==> src/rtl/ex_div_unit.sv <==
// ex_div_unit: iterative RV32M divide/remainder unit.
// Restoring division on operand magnitudes, one quotient bit per cycle,
// followed by a single sign-fix cycle. Divide-by-zero and signed overflow
// are resolved at acceptance and answered on the next cycle.
module ex_div_unit #(
  parameter int WIDTH = 32
) (
  input  logic             clk,
  input  logic             rst,
  input  logic             flush,
  input  logic             req_vld,
  output logic             req_rdy,
  input  logic [1:0]       req_op,
  input  logic [WIDTH-1:0] req_opa,
  input  logic [WIDTH-1:0] req_opb,
  output logic             rsp_vld,
  input  logic             rsp_rdy,
  output logic [WIDTH-1:0] rsp_data,
  output logic             busy
);

  localparam int CNT_W = $clog2(WIDTH) + 1;

  localparam logic [1:0] S_IDLE = 2'd0;
  localparam logic [1:0] S_CALC = 2'd1;
  localparam logic [1:0] S_FIX  = 2'd2;
  localparam logic [1:0] S_DONE = 2'd3;

  localparam logic [WIDTH-1:0] MIN_NEG = {1'b1, {(WIDTH-1){1'b0}}};

  // Magnitude of a value; only signed operands are ever negated.
  function automatic logic [WIDTH-1:0] mag(input logic [WIDTH-1:0] v, input logic sgn);
    logic signed [WIDTH-1:0] sv;
    sv = v;
    return (sgn && sv < 0) ? -v : v;
  endfunction

  // Conditional two's-complement negation used by the sign-fix cycle.
  function automatic logic [WIDTH-1:0] neg_if(input logic [WIDTH-1:0] v, input logic n);
    return n ? -v : v;
  endfunction

  logic [1:0]       state;
  logic [CNT_W-1:0] cnt;
  logic [WIDTH-1:0] quo;
  logic [WIDTH-1:0] rem;
  logic [WIDTH-1:0] div_mag;
  logic             op_rem;
  logic             q_neg;
  logic             r_neg;

  logic             accept;
  logic             is_signed;
  logic             b_zero;
  logic             ovf;
  logic [WIDTH-1:0] special_res;
  logic [WIDTH:0]   shifted;
  logic             trial_ok;
  logic [WIDTH-1:0] trial;
  logic [WIDTH-1:0] fix_res;

  assign req_rdy = (state == S_IDLE) && !rst && !flush;
  assign busy    = (state != S_IDLE);
  assign accept  = req_vld && req_rdy;

  // Request decode: operation class and the two answers that bypass iteration.
  always_comb begin
    is_signed   = ~req_op[0];
    b_zero      = (req_opb == '0);
    ovf         = is_signed && (req_opa == MIN_NEG) && (req_opb == '1);
    special_res = '0;
    if (b_zero)
      special_res = req_op[1] ? req_opa : '1;
    else
      special_res = req_op[1] ? '0 : MIN_NEG;
  end

  // One restoring step: shift {rem, quo} left and try to subtract the divisor.
  // The shifted partial remainder needs WIDTH+1 bits; when the subtract
  // succeeds the difference is below the divisor, so WIDTH bits hold it.
  always_comb begin
    shifted  = {rem, quo[WIDTH-1]};
    trial_ok = (shifted >= {1'b0, div_mag});
    trial    = shifted[WIDTH-1:0] - div_mag;
    fix_res  = op_rem ? neg_if(rem, r_neg) : neg_if(quo, q_neg);
  end

  // Control FSM, iteration registers and response register.
  always_ff @(posedge clk) begin
    if (rst) begin
      state    <= S_IDLE;
      rsp_vld  <= 1'b0;
      rsp_data <= '0;
      cnt      <= '0;
      quo      <= '0;
      rem      <= '0;
    end else if (flush) begin
      state   <= S_IDLE;
      rsp_vld <= 1'b0;
    end else begin
      case (state)
        S_IDLE: begin
          if (accept) begin
            if (b_zero || ovf) begin
              rsp_data <= special_res;
              rsp_vld  <= 1'b1;
              state    <= S_DONE;
            end else begin
              quo   <= mag(req_opa, is_signed);
              rem   <= '0;
              cnt   <= '0;
              state <= S_CALC;
            end
          end
        end
        S_CALC: begin
          quo <= {quo[WIDTH-2:0], trial_ok};
          rem <= trial_ok ? trial : shifted[WIDTH-1:0];
          cnt <= cnt + CNT_W'(1);
          if (cnt == CNT_W'(WIDTH - 1))
            state <= S_FIX;
        end
        S_FIX: begin
          rsp_data <= fix_res;
          rsp_vld  <= 1'b1;
          state    <= S_DONE;
        end
        default: begin
          if (rsp_rdy) begin
            rsp_vld <= 1'b0;
            state   <= S_IDLE;
          end
        end
      endcase
    end
  end

  // Operand attributes captured once at acceptance; held for the whole operation.
  always_ff @(posedge clk) begin
    if (accept) begin
      op_rem  <= req_op[1];
      div_mag <= mag(req_opb, is_signed);
      q_neg   <= is_signed && (req_opa[WIDTH-1] ^ req_opb[WIDTH-1]) && !b_zero;
      r_neg   <= is_signed && req_opa[WIDTH-1];
    end
  end

endmodule
==> config.mk <==
export PLATFORM = sky130hd
export DESIGN_NAME = ex_div_unit
export DESIGN_NICKNAME = d
export VERILOG_FILES = /design/src/rtl/ex_div_unit.sv
export SDC_FILE = /design/constraint.sdc
export NUM_CORES = 1
export LEC_CHECK = 0
export ABC_CLOCK_PERIOD_IN_PS = 6700
export CAP_MARGIN = 0
export CORE_MARGIN = 4
export CORE_UTILIZATION = 51
export DETAILED_ROUTE_END_ITERATION = 7
export PLACE_DENSITY = 0.72
export SLEW_MARGIN = 20
export SYNTH_ARGS = -nofsm -noshare
export SYNTH_HDL_FRONTEND = slang
export SYNTH_SLANG_ARGS = --single-unit
==> constraint.sdc <==
create_clock -name clk -period 6.7 [get_ports clk]
set_clock_uncertainty 0.15 [all_clocks]
set_input_delay 1.34 -clock clk [delete_from_list [all_inputs] [get_ports clk]]
set_output_delay 1.34 -clock clk [all_outputs]
set_load 0.02 [all_outputs]
Word-level counts from Yosys, hierarchy flattened --
Cells that the tools add are included.
Word-level totals: flip-flop bits (word level) 140, input port bits 71, output and inout port bits 35, word-level logic and storage cells 88
Cells by class: $add $sub $neg 6, order comparisons 3, equality and inequality tests 9, mux-type cells 30, bitwise gates (word level) 4, reduce and logical (&&, ||, !) cells 26
Operators with widths (number):
- $mux W32 | 15
- $pmux W32 S2 | 3
- $neg A32 Y32 | 4
- $eq A32 B32 Y1 const B | 2
- $lt A32 B1 Y1 const B | 2
- $ge A33 B32 Y1 | 1
- $logic_not A32 Y1 | 1
- $sub A32 B32 Y32 | 1
- $mux W6 | 2
- $pmux W6 S2 | 1
- $reduce_and A4 Y1 | 3
- $logic_and A1 B1 Y1 | 10
- $mux W2 | 4
- $add A6 B1 Y6 const B | 1
- $eq A6 B5 Y1 const B | 1
- $ne A2 B2 Y1 const B | 3
- $pmux W2 S3 | 1
- $reduce_bool A2 Y1 | 3
- $reduce_bool A4 Y1 | 1
- $logic_not A1 Y1 | 3
- $mux W1 | 3
- $not A1 Y1 | 3
- $pmux W1 S3 | 1
- $reduce_and A3 Y1 | 1
- 8 further kinds | 8

Logic depth before layout (Yosys ltp) --
word-level depth 7, depth in mapped cells 12, depth with buffers taken out 12

Worst setup path after synthesis --
Ideal clock, no wire load.
path type input to register, start point input req_opa[15], end point register rsp_data[17], data arrival time 3.945 ns, data required time 6.428 ns, slack 2.483 ns, stages 9, buffers on the path 1, path through or4_4 > or4_4 > buf_6 > or4_4 > o21ai_4 > nand2_4 > a21oi_4 > nor2_4 > a221o_1
On the way: cells in the longest elaborated chain, start to end 6
Ends and longest elaborated chain:
- from (decl) | line 14 | input logic [WIDTH-1:0] req_opa,
- $eq A32 B32 Y1 | line 70 | ovf = is_signed && (req_opa == MIN_NEG) && (req_opb == '1);
- $logic_and A1 B1 Y1 (2 in a row) | line 70
- $logic_or A1 B1 Y1 | line 104 | if (b_zero || ovf) begin
- $ne A2 B1 Y1 (no line)
- $reduce_and A4 Y1 (no line)
- to (signal assigned) | line 105 | rsp_data <= special_res;
- to (signal assigned) | line 124 | rsp_data <= fix_res;
- to (decl) | line 18 | output logic [WIDTH-1:0] rsp_data,
No other way between the ends. A chain may end at the register's enable or synchronous reset.

Final worst setup path --
start point input req_opb[0], end point register rsp_data[20]
On the way: cells in the longest elaborated chain, start to end 5
Ends and longest elaborated chain:
- from (decl) | line 15 | input logic [WIDTH-1:0] req_opb,
- $logic_not A32 Y1 or $eq A32 B32 Y1 (tied branches) | line 69, 70
- $mux W32 or $logic_and A1 B1 Y1 (tied branches) | line 72, 70
- $mux W32 or $logic_or A1 B1 Y1 (tied branches) | line 104
- $mux W32 or $ne A2 B1 Y1 (tied branches)
- $pmux W32 S2 or $reduce_and A4 Y1 (tied branches)
Parallel ways exist; a longest one is shown, timed or not. The select of a mux whose other input is x is not followed.

==> results.ini <==
[sta]
max_slew.worst_pin.slew_ps=1009
fin_ws_ps=1659
setup_viol=0
hold_viol=0
rsz0062_at_grt=no
max_freq_mhz=198.4
hold_ws_ps=322.6
final.min_clock_period_ps=5041
fin_setup_tns_ps=0
slew_viol_final=0
relSlewSlack=0.3273
min_period_over_period=0.7525

[grt]
grt_pass1_vias=9891
antenna_found_initial=0
grt_pass1_wl_mm=50.07
grt_use_total=0.2561
grt_max_degree=79
grt_overflow=0

[synthesis]
synth-edff-count=35
synth_area_per_cell_um2=7.860
synth_ff_type=dfxtp_1
ys_seq_elements=140
synthArstFlopShare=0
yosysUniqueCellTypes=80
syn_area_mm2=0.01080
ys_warn_count=0
syn-instance-count=1374
ys_seq_area_frac=0.2920
synth_fp_nets=1488

[clocking]
clk_pin_slew_worst_paths_ps=70
clock_latency_ps=430
cts_tree=yes
cts_made_buffers=17
clockBufferDepth=2
cts_hold_buf=0
clock_sinks=140
postCtsSetupBuffers=0
cts.htree.levels=4
cts_root_buf=clkbuf_16
cts_resized=0

[worst_setup_path]
r2r_start=quo[31]$_SDFFE_PP0P_
crit_type=input port to flip-flop
path_buf_inv=3
critPathLaunch=req_opb[0]
cp-end-kind=flip-flop
critPathArrivalTime_ps=5210
slowest_delay_ps=740
crit_path_start_kind=input port
path_cells=clkdlybuf4s50_1 -> inv_1 -> ha_1 -> or3b_2 -> nor4b_1 -> nand4_1 -> buf_4 -> o21ai_4 -> nand2_4 -> a21oi_4 -> nor2_4 -> a221o_1
critPathSlowestCell=a21oi_4
crit_family=simple AND/OR/NAND/NOR gates
critPathMaxFanout=28
crit_required_ps=6870

[route]
drtPass1Iterations=6
drc=0
drt_iter0_drc=887
post_drt_wl_per_cell_um=17.87
ant_nets=0
viasPerCell=6.020
routed_wl_mm=30.73
vias=10350

[die]
core.rowCount=52
die_h_um=153.5
start_util=0.5253
boundaryPins=106
die_w_um=153.5
die-area_mm2=0.02357
coreArea_mm2=0.02056

[worst_hold_path]
hold_path.class=flip-flop to flip-flop
min_from=cnt[5]$_SDFFE_PP0P_

[pwr]
p_total_mw=2.292
vdd_ir_drop_max_v=0.0001627
p_leak_nw=4.846
power.density_mw_per_mm2=181.5

[layout]
num_antenna_cells=0
layout.nets=1551
instances_no_fill=1720
stdcell_area_mm2=0.01262
syn_to_final_growth_pct=16.90
utilization=0.6140
drive_above_1_share=0.06345

[placed_design]
placedInstanceArea_mm2=0.01196
dp_hpwl_mm=22.76
dp_cells=1688
io_buffers=105
pre_cts_ws_ps=1312
place.gp.congestion=0.9283

[status]
status=finished clean

[job]
max_cap_viol_count=0

per-layer routing:
metal,part of all wire,track usage,vias up
met1,0.45,0.3569,4837
met5,0,0,-
met4,0.022,0.07611,0
met3,0.062,0.04047,55
met2,0.47,0.4115,375
li1,-,-,5087
registers in the layout, indices dropped and copies added (netlist names):
signal and cells:
quo 32, rsp_data 32, rsp_vld 1, rem 32, q_neg 1, state 2, cnt 6, op_rem 1
div_mag 32, r_neg 1
final timing paths:
| path | end | slack (ps) | depth (start not counted) |
|---|---|---|---|
| worst max-delay path | rsp_data[20]$_SDFFE_PP0P_ | 1660 | 12 |
| worst min-delay path | cnt[5]$_SDFFE_PP0P_ | 320 | 1 |
| worst max register to register | rem[30]$_SDFFE_PP0P_ | 3050 | 12 |
| worst min register to register | cnt[5]$_SDFFE_PP0P_ | 320 | 1 |
cells by family (layout without fill, tap and decap cells):
logic type / Yosys count / in the layout / synth area share
AND/OR/NAND/NOR: 470 / 470 / 0.2109
AO/OA/AOI/OAI: 401 / 401 / 0.2444
XOR/XNOR: 147 / 147 / 0.1192
buffers and inverters: 144 / 220 / 0.05619
flip-flops: 140 / 140 / 0.2920
adder cells (fa/ha/maj): 43 / 43 / 0.05052
multiplexers: 29 / 29 / 0.02688
final cells by class:
| class | instances | area [µm²] |
|---|---|---|
| repair buffers | 120 | 1159 |
| fillers | 1911 | 7935 |
| clock buffers | 21 | 514.2 |
| inverters | 68 | 255.2 |
| flip-flops and latches | 140 | 3153 |
| clock inverters | 11 | 150.1 |
| multi-input cells | 1090 | 7056 |
| well taps | 270 | 337.8 |
power breakdown:
group,leakage [nW],internal [mW],switching (mW)
Sequential,1.17,0.886,0.0181
Combinational,3.36,0.141,0.190
Clock,0.318,0.664,0.392
Total,4.85,1.69,0.601
cells in the final DEF, fill, tap and decap left out, types with 13 or more instances in the layout:
cell type | synthesis | routed
clkbuf_16 | 0 | 20
a21oi_1 | 114 | 113
inv_1 | 67 | 67
a21o_1 | 15 | 15
edfxtp_1 | 35 | 35
clkdlybuf4s50_1 | 0 | 104
nor3_1 | 41 | 41
nand2_1 | 178 | 178
dfxtp_1 | 105 | 105
nor2b_1 | 19 | 19
or3_1 | 21 | 21
ha_1 | 42 | 41
o21ai_0 | 96 | 96
nand2b_1 | 16 | 16
xor2_1 | 65 | 65
o41ai_1 | 20 | 20
mux2i_1 | 29 | 29
o31ai_1 | 30 | 30
xnor2_1 | 82 | 82
nor4_1 | 13 | 13
nor2_1 | 90 | 89
nand4_1 | 18 | 18
buf_4 | 3 | 15
nand3_1 | 18 | 18
or4_1 | 15 | 15
cells in the mapped netlist, types with 20 or more instances:
cell	count	area, µm²
o41ai_1	20	175.2
edfxtp_1	35	1051
or3_1	21	131.4
xnor2_1	82	718.2
mux2i_1	29	290.3
xor2_1	65	569.3
dfxtp_1	105	2102
o31ai_1	30	225.2
inv_1	67	251.5
o21ai_0	96	480.5
nand2_1	178	668.1
a21oi_1	114	570.6
nor2_1	90	337.8
clkbuf_1	49	183.9
ha_1	42	525.5
nor3_1	41	205.2
Note: power is estimated with default switching activity, not from simulation.
==> variant: new RTL, same settings <==
The parameter `WIDTH` goes from 32 to 16.
--- a/src/rtl/ex_div_unit.sv
+++ b/src/rtl/ex_div_unit.sv
@@ -5,3 +5,3 @@
 module ex_div_unit #(
-  parameter int WIDTH = 32
+  parameter int WIDTH = 16
 ) (
Interface: changed (resized req_opa, req_opb and rsp_data); port bits go from 106 to 58. No check against the original RTL was run, so the function may have changed too.
==> variant against the unedited design <==
Wire length is 52% lower; count of clock-buffer cells in the layout shrank 8; combinational power decreased by 54%; worst setup slack improved by 0.48 ns; synthesized area fell by 50%; sequential cell count shrank 65; largest power group is now sequential cells; via count shrank 51%; final area fell by 50%; highest routed layer unchanged; total power is 56% lower.
==> variant: results (changes against the unedited design) <==
** Power
- Total internal power :: 745 uW (-56%)
- Total power divided by cell area :: 162 nW/um^2 (-11%)
- The total leakage power was 2.26 nW (-53%).

** Global routing
- Global routing usage on met1 :: 0.333 (-0.0237)
- The met2 capacity usage during global routing came to 0.384 (-0.0271).
- The global-route wire length before repair was 24.8 mm (-51%).
- The total routing usage reported by global routing is 0.242 (-0.0141).

** Placed design
- Pre-CTS setup slack :: 1.68 ns (+0.365 ns)
- The number of buffers added on ports was 57 (-46%).

** Critical path
- The worst-case reg-to-reg path depth is 7 (-5).
- R2r endpoint :: rem[8]
- Timing startpoint of the critical path :: req_opa[10]
- The register-to-register setup slack is 3.32 ns (+0.27 ns).

** Yosys
- Fraction of the mapped netlist area in adder cells :: 0.0659 (+0.0153)
- The number of instances in the synthesized netlist is 670 (-51%).
- EDFF count, synth :: 19 (-46%)

** Finish
- The fraction of layout instances using a drive strength above 1 was 0.0451 (-0.0184).
- Area of all placed cells without fillers :: 6280 sq um (-50%)
- The fill cell total of the finished layout was 962 (-50%).
- Clock network area share :: 0.0343 (-0.0183)

** Drt
- The amount of wire on met2 after detailed routing was 6.78 mm (-53%).
- Final WL :: 14.8 mm (-52%)
- The number of iterations in the first detailed-routing pass came to 5 (-1).

** CTS
- The maximum level of the CTS H-tree was 3 (-1).

** Status
- Status :: completed
[variant: changes by cell type after synthesis, sizes merged, moves of 19 or more]
cell,change
mux2i,-19
xnor2,-42
o21ai,-59
nand2,-118
a21oi,-69
nor3,-24
clkbuf,-21
nor2,-54
inv,-21
xor2,-38
dfxtp,-49
[variant: worst min-delay path, cell delays in order (launching register included)]
cell and delay, ns:
sky130_fd_sc_hd__dfxtp_1 0.31, sky130_fd_sc_hd__nand2_1 0.05, sky130_fd_sc_hd__nand2_1 0.04
[variant: worst min-delay path by stage]
stage	start	end	slack, ns
2_1_floorplan	cnt[1]	cnt[1]	0.30
3_3_place_gp	rsp_data[11]	rsp_data[11]	0.28
3_5_place_dp	rsp_data[11]	rsp_data[11]	0.28
4_1_cts	rsp_data[11]	rsp_data[11]	0.30
5_1_grt	rsp_data[10]	rsp_data[10]	0.34
6_report	rsp_data[11]	rsp_data[11]	0.29
